`src/rtl/bcd_pkg.sv`:
```
// -----------------------------------------------------------------------------
// bcd_pkg
// Shared constants and helpers for the BCD digit source and its neighbours.
//   DIGIT_W            width of one decimal digit (also used by the decoder)
//   DEFAULT_MAX_DIGIT  highest digit before wrap for a plain decimal counter
//   DEFAULT_TICK_DIV   clk cycles per step tick (1 Hz at a 12 MHz board clock)
//   DECODER_IN_W       width of the seven-segment decoder's numeric input
//   step_digit()       one up/down step with wrap, returns {wrap, next_digit}
//   to_decoder_in()    zero-extends a digit onto the decoder input
// -----------------------------------------------------------------------------
package bcd_pkg;

  localparam int unsigned DIGIT_W           = 4;
  localparam int unsigned DEFAULT_MAX_DIGIT = 9;
  localparam int unsigned DEFAULT_TICK_DIV  = 12000000;
  localparam int unsigned DECODER_IN_W      = 7;

  // One counting step. The wrap flag is returned in the MSB so the caller can
  // unpack carry and digit with a single concatenation.
  function automatic logic [DIGIT_W:0] step_digit(
    input logic [DIGIT_W-1:0] cur,
    input logic               up,
    input logic [DIGIT_W-1:0] max_d
  );
    logic [DIGIT_W:0] res;
    if (up) begin
      if (cur == max_d) res = {1'b1, {DIGIT_W{1'b0}}};
      else              res = {1'b0, cur + DIGIT_W'(1)};
    end else begin
      if (cur == '0)    res = {1'b1, max_d};
      else              res = {1'b0, cur - DIGIT_W'(1)};
    end
    return res;
  endfunction

  // The decoder takes a wider numeric input; digits are simply zero-extended.
  function automatic logic [DECODER_IN_W-1:0] to_decoder_in(
    input logic [DIGIT_W-1:0] d
  );
    return {{(DECODER_IN_W - DIGIT_W){1'b0}}, d};
  endfunction

endpackage

```
`src/rtl/bcd_tick_counter_tick_gen.sv`:
```
// -----------------------------------------------------------------------------
// tick_gen
// Prescaler that divides clk by TICK_DIV while enabled.
//   clk   system clock
//   rst   asynchronous active-high reset, clears the prescaler
//   en    count enable; when low the prescaler holds its value
//   clr   synchronous clear back to 0, wins over counting
//   term  combinational: enabled and sitting on the last count (TICK_DIV-1)
// -----------------------------------------------------------------------------
module tick_gen
  import bcd_pkg::*;
#(
  parameter int unsigned TICK_DIV = DEFAULT_TICK_DIV
) (
  input  logic clk,
  input  logic rst,
  input  logic en,
  input  logic clr,
  output logic term
);

  // A divide-by-1 still needs one bit of storage so the ports stay legal;
  // that bit simply never leaves 0.
  localparam int unsigned PRESC_W = (TICK_DIV > 1) ? $clog2(TICK_DIV) : 1;
  localparam logic [PRESC_W-1:0] TERM_VAL = PRESC_W'(TICK_DIV - 1);

  logic [PRESC_W-1:0] presc_reg;
  logic [PRESC_W-1:0] presc_next;

  assign term = en && (presc_reg == TERM_VAL);

  always_comb begin
    presc_next = presc_reg;
    if (clr) begin
      presc_next = '0;
    end else if (term) begin
      presc_next = '0;
    end else if (en) begin
      presc_next = presc_reg + PRESC_W'(1);
    end
  end

  always_ff @(posedge clk or posedge rst) begin
    if (rst) begin
      presc_reg <= '0;
    end else begin
      presc_reg <= presc_next;
    end
  end

endmodule

```
`src/rtl/bcd_tick_counter.sv`:
```
// -----------------------------------------------------------------------------
// bcd_tick_counter
// Free-running single BCD digit that steps up or down once per prescaler tick.
//   clk        system clock
//   rst        asynchronous active-high reset
//   en         count enable; low freezes prescaler and digit
//   up_dn      1 = count up, 0 = count down
//   load       one-cycle request to load load_val (independent of en)
//   load_val   value to load; values above MAX_DIGIT are ignored
//   digit      current digit, registered, always 0..MAX_DIGIT
//   tick       one-cycle pulse on each step
//   carry      one-cycle pulse when a step wraps, for cascading digits
//   digit_upd  one-cycle pulse whenever digit was written (step or load)
// -----------------------------------------------------------------------------
module bcd_tick_counter
  import bcd_pkg::*;
#(
  parameter int unsigned TICK_DIV  = DEFAULT_TICK_DIV,
  parameter int unsigned MAX_DIGIT = DEFAULT_MAX_DIGIT
) (
  input  logic               clk,
  input  logic               rst,
  input  logic               en,
  input  logic               up_dn,
  input  logic               load,
  input  logic [DIGIT_W-1:0] load_val,
  output logic [DIGIT_W-1:0] digit,
  output logic               tick,
  output logic               carry,
  output logic               digit_upd
);

  localparam logic [DIGIT_W-1:0] MAX_D = DIGIT_W'(MAX_DIGIT);

  logic               load_ok;
  logic               load_bad;
  logic               term;
  logic               step;

  logic [DIGIT_W-1:0] digit_reg;
  logic [DIGIT_W-1:0] digit_next;
  logic               tick_reg;
  logic               tick_next;
  logic               carry_reg;
  logic               carry_next;
  logic               upd_reg;
  logic               upd_next;

  // An out-of-range load is dropped completely: it must not touch the digit,
  // and it also freezes the prescaler for that cycle so a coincident step is
  // deferred rather than lost or taken.
  assign load_ok  = load && (load_val <= MAX_D);
  assign load_bad = load && !load_ok;

  tick_gen #(
    .TICK_DIV (TICK_DIV)
  ) u_tick_gen (
    .clk  (clk),
    .rst  (rst),
    .en   (en && !load_bad),
    .clr  (load_ok),
    .term (term)
  );

  // Any load request, valid or not, blocks the step on that edge.
  assign step = term && !load;

  always_comb begin
    digit_next = digit_reg;
    tick_next  = 1'b0;
    carry_next = 1'b0;
    upd_next   = 1'b0;
    if (load_ok) begin
      digit_next = load_val;
      upd_next   = 1'b1;
    end else if (step) begin
      {carry_next, digit_next} = step_digit(digit_reg, up_dn, MAX_D);
      tick_next = 1'b1;
      upd_next  = 1'b1;
    end
  end

  always_ff @(posedge clk or posedge rst) begin
    if (rst) begin
      digit_reg <= '0;
      tick_reg  <= 1'b0;
      carry_reg <= 1'b0;
      upd_reg   <= 1'b0;
    end else begin
      digit_reg <= digit_next;
      tick_reg  <= tick_next;
      carry_reg <= carry_next;
      upd_reg   <= upd_next;
    end
  end

  assign digit     = digit_reg;
  assign tick      = tick_reg;
  assign carry     = carry_reg;
  assign digit_upd = upd_reg;

endmodule

```
`config.mk`:
```
export PLATFORM = sky130hd
export DESIGN_NAME = bcd_tick_counter
export DESIGN_NICKNAME = d
export VERILOG_FILES = /design/src/rtl/bcd_pkg.sv /design/src/rtl/bcd_tick_counter_tick_gen.sv /design/src/rtl/bcd_tick_counter.sv
export SDC_FILE = /design/constraint.sdc
export NUM_CORES = 1
export LEC_CHECK = 0
export CAP_MARGIN = 10
export CORE_MARGIN = 1.5
export CORE_UTILIZATION = 56
export CTS_CLUSTER_SIZE = 14
export DETAILED_ROUTE_END_ITERATION = 7
export PLACE_DENSITY = 0.78
export RECOVER_POWER = 100
export SLEW_MARGIN = 20
export SYNTH_ARGS = -nofsm -noshare
export SYNTH_HDL_FRONTEND = slang
export SYNTH_SLANG_ARGS = --single-unit
```
`constraint.sdc`:
```
create_clock -name clk -period 3.6 [get_ports clk]
set_clock_uncertainty 0.1 [all_clocks]
set_input_delay 0.54 -clock clk [delete_from_list [all_inputs] [get_ports clk]]
set_output_delay 0.54 -clock clk [all_outputs]
set_load 0.005 [all_outputs]
```
==> out/qor.csv, run 1 <==
metric,value,unit
status,"finished, final reports clean",
Post-DRT Antenna Nets,0,
initial antenna violation count,0,
r2r worst-path depth,6,
CP max stage delay,0.78,ns
Peak Freq,0.3728,GHz
wire length per cell,16.04,µm
"Net Count, Synth",202,
DRC viols,0,
total CTS buffers,5,
"Reg clk slew, reported paths",0.10,ns
"EDFF count, synth",0,
Yosys cell types,41,
Net Sw Power,0.0002042,W
Clock Sinks,31,
most frequent cells in the layout,"dfrtp_1, nor2_1, nand2_1, xor2_1, nand4_1",
initial cell density of the core,0.5847,
WP data required,3.74,ns
Hold Crit Start,u_tick_gen.presc_reg[23],
post-synthesis sequential area ratio,0.4382,
Largest register FFs,24,
crit path time final,2.682,ns
H-tree Lvls,2,
max_cap viols,0,
FP Rows,20,
Die Width,59.23,µm
sequential share of power,0.555,
Root Buffer,clkbuf_4,
cell internal pwr,0.0005021,W
Finished Core Util,0.6525,
register-to-register path setup slack,0.92,ns
"commonest non-fill, non-tap cell in the layout",dfrtp_1,
layout cell share with drive strength beyond 1,0.06311,
Hold Crit Class,reg2reg,
Via density,6.040,
Mapped Cells,192,
RR Endpoint,digit[0],
cell area after layout,1976,µm²
PostCTS Resize Cnt,0,
Worst Setup End Kind,flip-flop,
n_diodes,0,
Sw Ratio,0.2892,
critical path arrival,2.83,ns
Synth Cell Area,1770,µm²
slew margin rel.,0.2377,
grt total ovfl,0,
Worst-Margin Slew,1.142,ns
first-pass GRT wire length,6693,µm
GR Util All Layers,0.2595,
Clock power frac,0.291,
die height,59.23,µm
period utilization,0.7451,
drt first pass iters,4,
slowest CP cell,a41o_1,
Area Growth Syn to Fin,11.59,%
Critical R2R Launch,u_tick_gen.presc_reg[0],
Pwr Density,357.5,nW/µm²
crit-path cells,ha_1 > nand4_1 > nor4_1 > a41o_1 > nor2_1 > a211oi_1,
Leakage,0.8442,nW
Yosys reg bits,31,
Final Hold Fails,0,
Placer Congestion,0.8129,
placed inst area,1936,µm²
Hold Path Sink,u_tick_gen.presc_reg[23],
TritonCTS clock tree,yes,
Post-CTS Repair Setup Buffers,0,
detailed placer's ending HPWL,2891,µm
I/O Pins,16,
Clock Path Buffers,2,
PortBufs,15,
ys flop type,dfrtp_1,
sum of negative setup slack,0,ns
Synth warnings,0,
fillers,260,
Iter 0 DRT Violations,78,
hold buffers post-CTS,0,
largest net degree at the start of global routing,32,
Final Max Tran Viols,0,
vias in the first global route,1431,
power share of the combinational group,0.154,
peak supply drop,0.0002571,V
final setup vio count,0,
final WL,4009,µm
critical path class,reg2reg,
unrepaired setup endpoints after global routing,false,
post-layout net count,216,
Syn Area/Cell,9.221,µm²
startpoint types,flip-flop,
DR vias,1510,
Min-Delay Path Depth,1,
clock latency on the worst-skew pair,0.33,ns
WHS,0.4154,ns
Die Area,3508,µm²
CP max FO,23,
CORE AREA,3028,µm²
share of flip-flops with an asynchronous set or reset,1.000,
-- power groups by stage --
stage	Combinational, W	Clock, W	Sequential, W
after global routing	0.000122	0.000232	0.000395
after detailed placement	0.000112	0	0.000399
final	0.000108	0.000206	0.000392
after global placement	0.000106	0	0.000396
after CTS	0.000112	0.000213	0.000392
after floorplan	0.0000865	0	0.000380
-- through the flow --
stage / std cells / setup slack, ns / power [W]
floorplan: 192 / 1.718 / 0.0004664
global placement: 243 / 0.8536 / 0.0005018
detailed placement: 243 / 0.7991 / 0.0005106
CTS: 250 / 1.114 / 0.0007170
global route: 250 / 0.5958 / 0.0007495
finish: 250 / 0.9176 / 0.0007063
-- worst max-delay path: cells and delay by family (launching register included) --
kind,cells,cell delay [ns]
AOI/OAI and AO/OA,2,0.96
and+or+nand+nor,3,0.87
DFF,1,0.43
adders and majority gates,1,0.23
-- layer usage --
| layer | routed length, µm | track usage |
|---|---|---|
| met1 | 1774 | 0.3432 |
| met2 | 1929 | 0.4035 |
| met3 | 222 | 0.05895 |
| met4 | 83 | 0.1201 |
| met5 | 0 | 0 |
-- final cells by class --
type                    instances  area (µm²)  share of cell area
inverters                       7       26.28             0.01330
repair buffers                 16       153.9             0.07790
well taps                      44       55.05             0.02787
clock inverters                 1       5.005            0.002533
flip-flops and latches         31       775.7              0.3927
multi-input cells             145       908.4              0.4598
clock buffers                   6       51.30             0.02597
-- worst max path at each step --
stage,cells after the start,from,endpoint,slack (ns)
after floorplan,7,u_tick_gen.presc_reg[0],u_tick_gen.presc_reg[21],1.72
after global placement,6,load_val[1],digit[0],0.85
after detailed placement,6,load_val[1],digit[0],0.80
after CTS,6,u_tick_gen.presc_reg[0],digit[0],1.11
after global routing,6,u_tick_gen.presc_reg[0],digit[1],0.60
final,6,u_tick_gen.presc_reg[0],digit[0],0.92
-- cells by family (layout without fill, tap and decap cells) --
group / after synthesis / in the layout / synth area share
simple gates: 94 / 94 / 0.3074
compound gates: 31 / 31 / 0.1110
xor+xnor: 18 / 18 / 0.08905
buf+inv: 16 / 30 / 0.04170
mux: 1 / 1 / 0.005654
fa+ha+maj: 1 / 1 / 0.007066
flops: 31 / 31 / 0.4382
-- cells in the mapped netlist, types with 2 or more instances --
cell      number  share of area
and3_1         3          0.011
nor4_1         6          0.021
nor4_2         2          0.014
and2_1         3          0.011
a31oi_1        9          0.032
buf_4          3          0.013
clkbuf_1       4         0.0085
inv_1          7          0.015
xor2_1        13          0.064
nor2_1        30          0.064
o21ai_0        7          0.020
nor4_4         2          0.024
dfrtp_1       31           0.44
xnor2_1        5          0.025
buf_2          2         0.0057
a21oi_1        7          0.020
nand3_1        9          0.025
nor3_1         2         0.0057
and4_1         2         0.0099
nand4_1       11          0.039
nand2_1       14          0.030
Note: power is estimated with default switching activity, not from simulation.
==> run 2, diff against run 1 <==
--- a/config.mk
+++ b/config.mk
@@ -7,10 +7,10 @@
 export LEC_CHECK = 0
 export CAP_MARGIN = 10
 export CORE_MARGIN = 1.5
-export CORE_UTILIZATION = 56
+export CORE_UTILIZATION = 51
 export CTS_CLUSTER_SIZE = 14
 export DETAILED_ROUTE_END_ITERATION = 7
-export PLACE_DENSITY = 0.78
+export PLACE_DENSITY = 0.75
 export RECOVER_POWER = 100
 export SLEW_MARGIN = 20
 export SYNTH_ARGS = -nofsm -noshare
==> constraint.sdc (replaced) <==
create_clock -name clk -period 2.2 [get_ports clk]
set_clock_uncertainty 0.1 [all_clocks]
set_input_delay 0.33 -clock clk [delete_from_list [all_inputs] [get_ports clk]]
set_output_delay 0.33 -clock clk [all_outputs]
set_load 0.005 [all_outputs]
==> out/qor.csv, run 2 (synthesis gave the netlist of run 1 again) <==
metric,value,unit,change
status,"finished, final reports clean",,unchanged
Hold Crit Class,reg2reg,,unchanged
clock latency on the worst-skew pair,0.33,ns,about the same
period utilization,0.9288,,was 0.7451
Critical R2R Launch,u_tick_gen.presc_reg[0],,unchanged
most frequent cells in the layout,"dfrtp_1, nor2_1, nand2_1, xor2_1, nand4_1",,unchanged
placed inst area,2028,µm²,was 1936 µm²
critical path class,reg2reg,,unchanged
layout cell share with drive strength beyond 1,0.1284,,was 0.06311
Root Buffer,clkbuf_4,,unchanged
Largest register FFs,24,,unchanged
cell area after layout,2077,µm²,was 1976 µm²
CORE AREA,3337,µm²,was 3028 µm²
Die Width,61.92,µm,was 59.23 µm
n_diodes,0,,unchanged
startpoint types,flip-flop,,unchanged
Hold Path Sink,u_tick_gen.presc_reg[23],,unchanged
max_cap viols,0,,unchanged
total CTS buffers,5,,unchanged
Final Hold Fails,0,,unchanged
grt total ovfl,0,,unchanged
Leakage,0.9155,nW,was 0.8442 nW
peak supply drop,0.0003771,V,was 0.0002571 V
PostCTS Resize Cnt,0,,unchanged
GR Util All Layers,0.2351,,was 0.2595
slew margin rel.,0.5123,,was 0.2377
initial antenna violation count,0,,unchanged
RR Endpoint,digit[1],,was digit[0]
Post-CTS Repair Setup Buffers,0,,unchanged
"commonest non-fill, non-tap cell in the layout",dfrtp_1,,unchanged
Worst-Margin Slew,0.7315,ns,was 1.142 ns
Post-DRT Antenna Nets,0,,unchanged
FP Rows,21,,was 20
Final Max Tran Viols,0,,unchanged
Iter 0 DRT Violations,124,,was 78
hold buffers post-CTS,0,,unchanged
drt first pass iters,4,,unchanged
Worst Setup End Kind,flip-flop,,unchanged
DP Worst Slack,-0.01690,ns,was 0.7991 ns
largest net degree at the start of global routing,32,,unchanged
Hold Crit Start,u_tick_gen.presc_reg[23],,unchanged
TritonCTS clock tree,yes,,unchanged
crit path time final,2.043,ns,was 2.682 ns
r2r worst-path depth,7,,was 6
critical path arrival,2.20,ns,was 2.83 ns
"Reg clk slew, reported paths",0.09,ns,was 0.10 ns
Area Growth Syn to Fin,17.31,%,was 11.59%
Die Area,3834,µm²,was 3508 µm²
WP data required,2.35,ns,was 3.74 ns
Pwr Density,562.0,nW/µm²,was 357.5 nW/µm²
final WL,3937,µm,was 4009 µm
Clock Path Buffers,2,,unchanged
Via density,5.989,,was 6.040
total power,0.001167,W,was 0.0007063 W
register-to-register path setup slack,0.16,ns,was 0.92 ns
DRC viols,0,,unchanged
Clock Sinks,31,,unchanged
Peak Freq,0.4894,GHz,was 0.3728 GHz
unrepaired setup endpoints after global routing,false,,unchanged
Placer Congestion,0.8794,,was 0.8129
Min-Delay Path Depth,1,,unchanged
DR vias,1581,,was 1510
final worst-path setup slack,0.1567,ns,was 0.9176 ns
CP max FO,8,,was 23
post-layout net count,228,,was 216
wire length per cell,14.91,µm,was 16.04 µm
H-tree Lvls,2,,unchanged
detailed placer's ending HPWL,2784,µm,was 2891 µm
final setup vio count,0,,unchanged
PortBufs,15,,unchanged
first-pass GRT wire length,6513,µm,was 6693 µm
die height,61.92,µm,was 59.23 µm
vias in the first global route,1450,,was 1431
initial cell density of the core,0.5306,,was 0.5847
I/O Pins,16,,unchanged
## run 2: cell count changes in the layout (fill, tap and decap cells not counted), sizes merged
cell,change
buf,+10
clkbuf,+2
## run 2: worst max path at each step
| stage | startpoint | endpoint | slack [ns] |
|---|---|---|---|
| floorplan | u_tick_gen.presc_reg[0] | u_tick_gen.presc_reg[21] | 0.32 |
| global placement | load_val[1] | u_tick_gen.presc_reg[22] | 0.03 |
| detailed placement | load_val[1] | u_tick_gen.presc_reg[22] | -0.02 |
| CTS | u_tick_gen.presc_reg[0] | digit[0] | 0.15 |
| global route | u_tick_gen.presc_reg[0] | digit[0] | 0.02 |
| finish | u_tick_gen.presc_reg[0] | digit[1] | 0.16 |
## run 2: layout make-up
| cell class | instances | area, µm² |
|---|---|---|
| flip-flops and latches | 31 | 775.7 |
| inverters | 7 | 26.28 |
| clock buffers | 6 | 51.30 |
| clock inverters | 1 | 5.005 |
| multi-input cells | 145 | 920.9 |
| fillers | 312 | 1260 |
| repair buffers | 28 | 240.2 |
| well taps | 46 | 57.56 |
## run 2: stage by stage
step	util	TNS (ns)	cells	hold WS, ns
final	0.6224	0	264	0.4123
after global routing	0.6224	0	264	0.4340
after CTS	0.6247	0	264	0.2852
after detailed placement	0.6078	-0.01843	257	0.3929
after global placement	0.6078	0	257	0.3776
after floorplan	-	0	192	0.3335
## run 2: where the power goes
group | switching, W | internal, W
sequential | 0.0000482 | 0.000593
clock | 0.000185 | 0.000148
combinational | 0.0000991 | 0.0000950
## run 2: critical path, cell delays in order, from the launching register on
cell,delay [ns]
dfrtp_1,0.43
ha_1,0.24
nand4_2,0.14
nor4_2,0.39
a41o_1,0.29
buf_4,0.18
nor2_1,0.05
a31oi_1,0.16
## run 2: routing by layer
layer	GRT usage	vias to the layer above	part of all wire
li1	-	744	-
met1	0.3126	745	0.44
met2	0.3519	80	0.47
met3	0.07660	12	0.067
met4	0.1003	0	0.020
met5	0	-	0
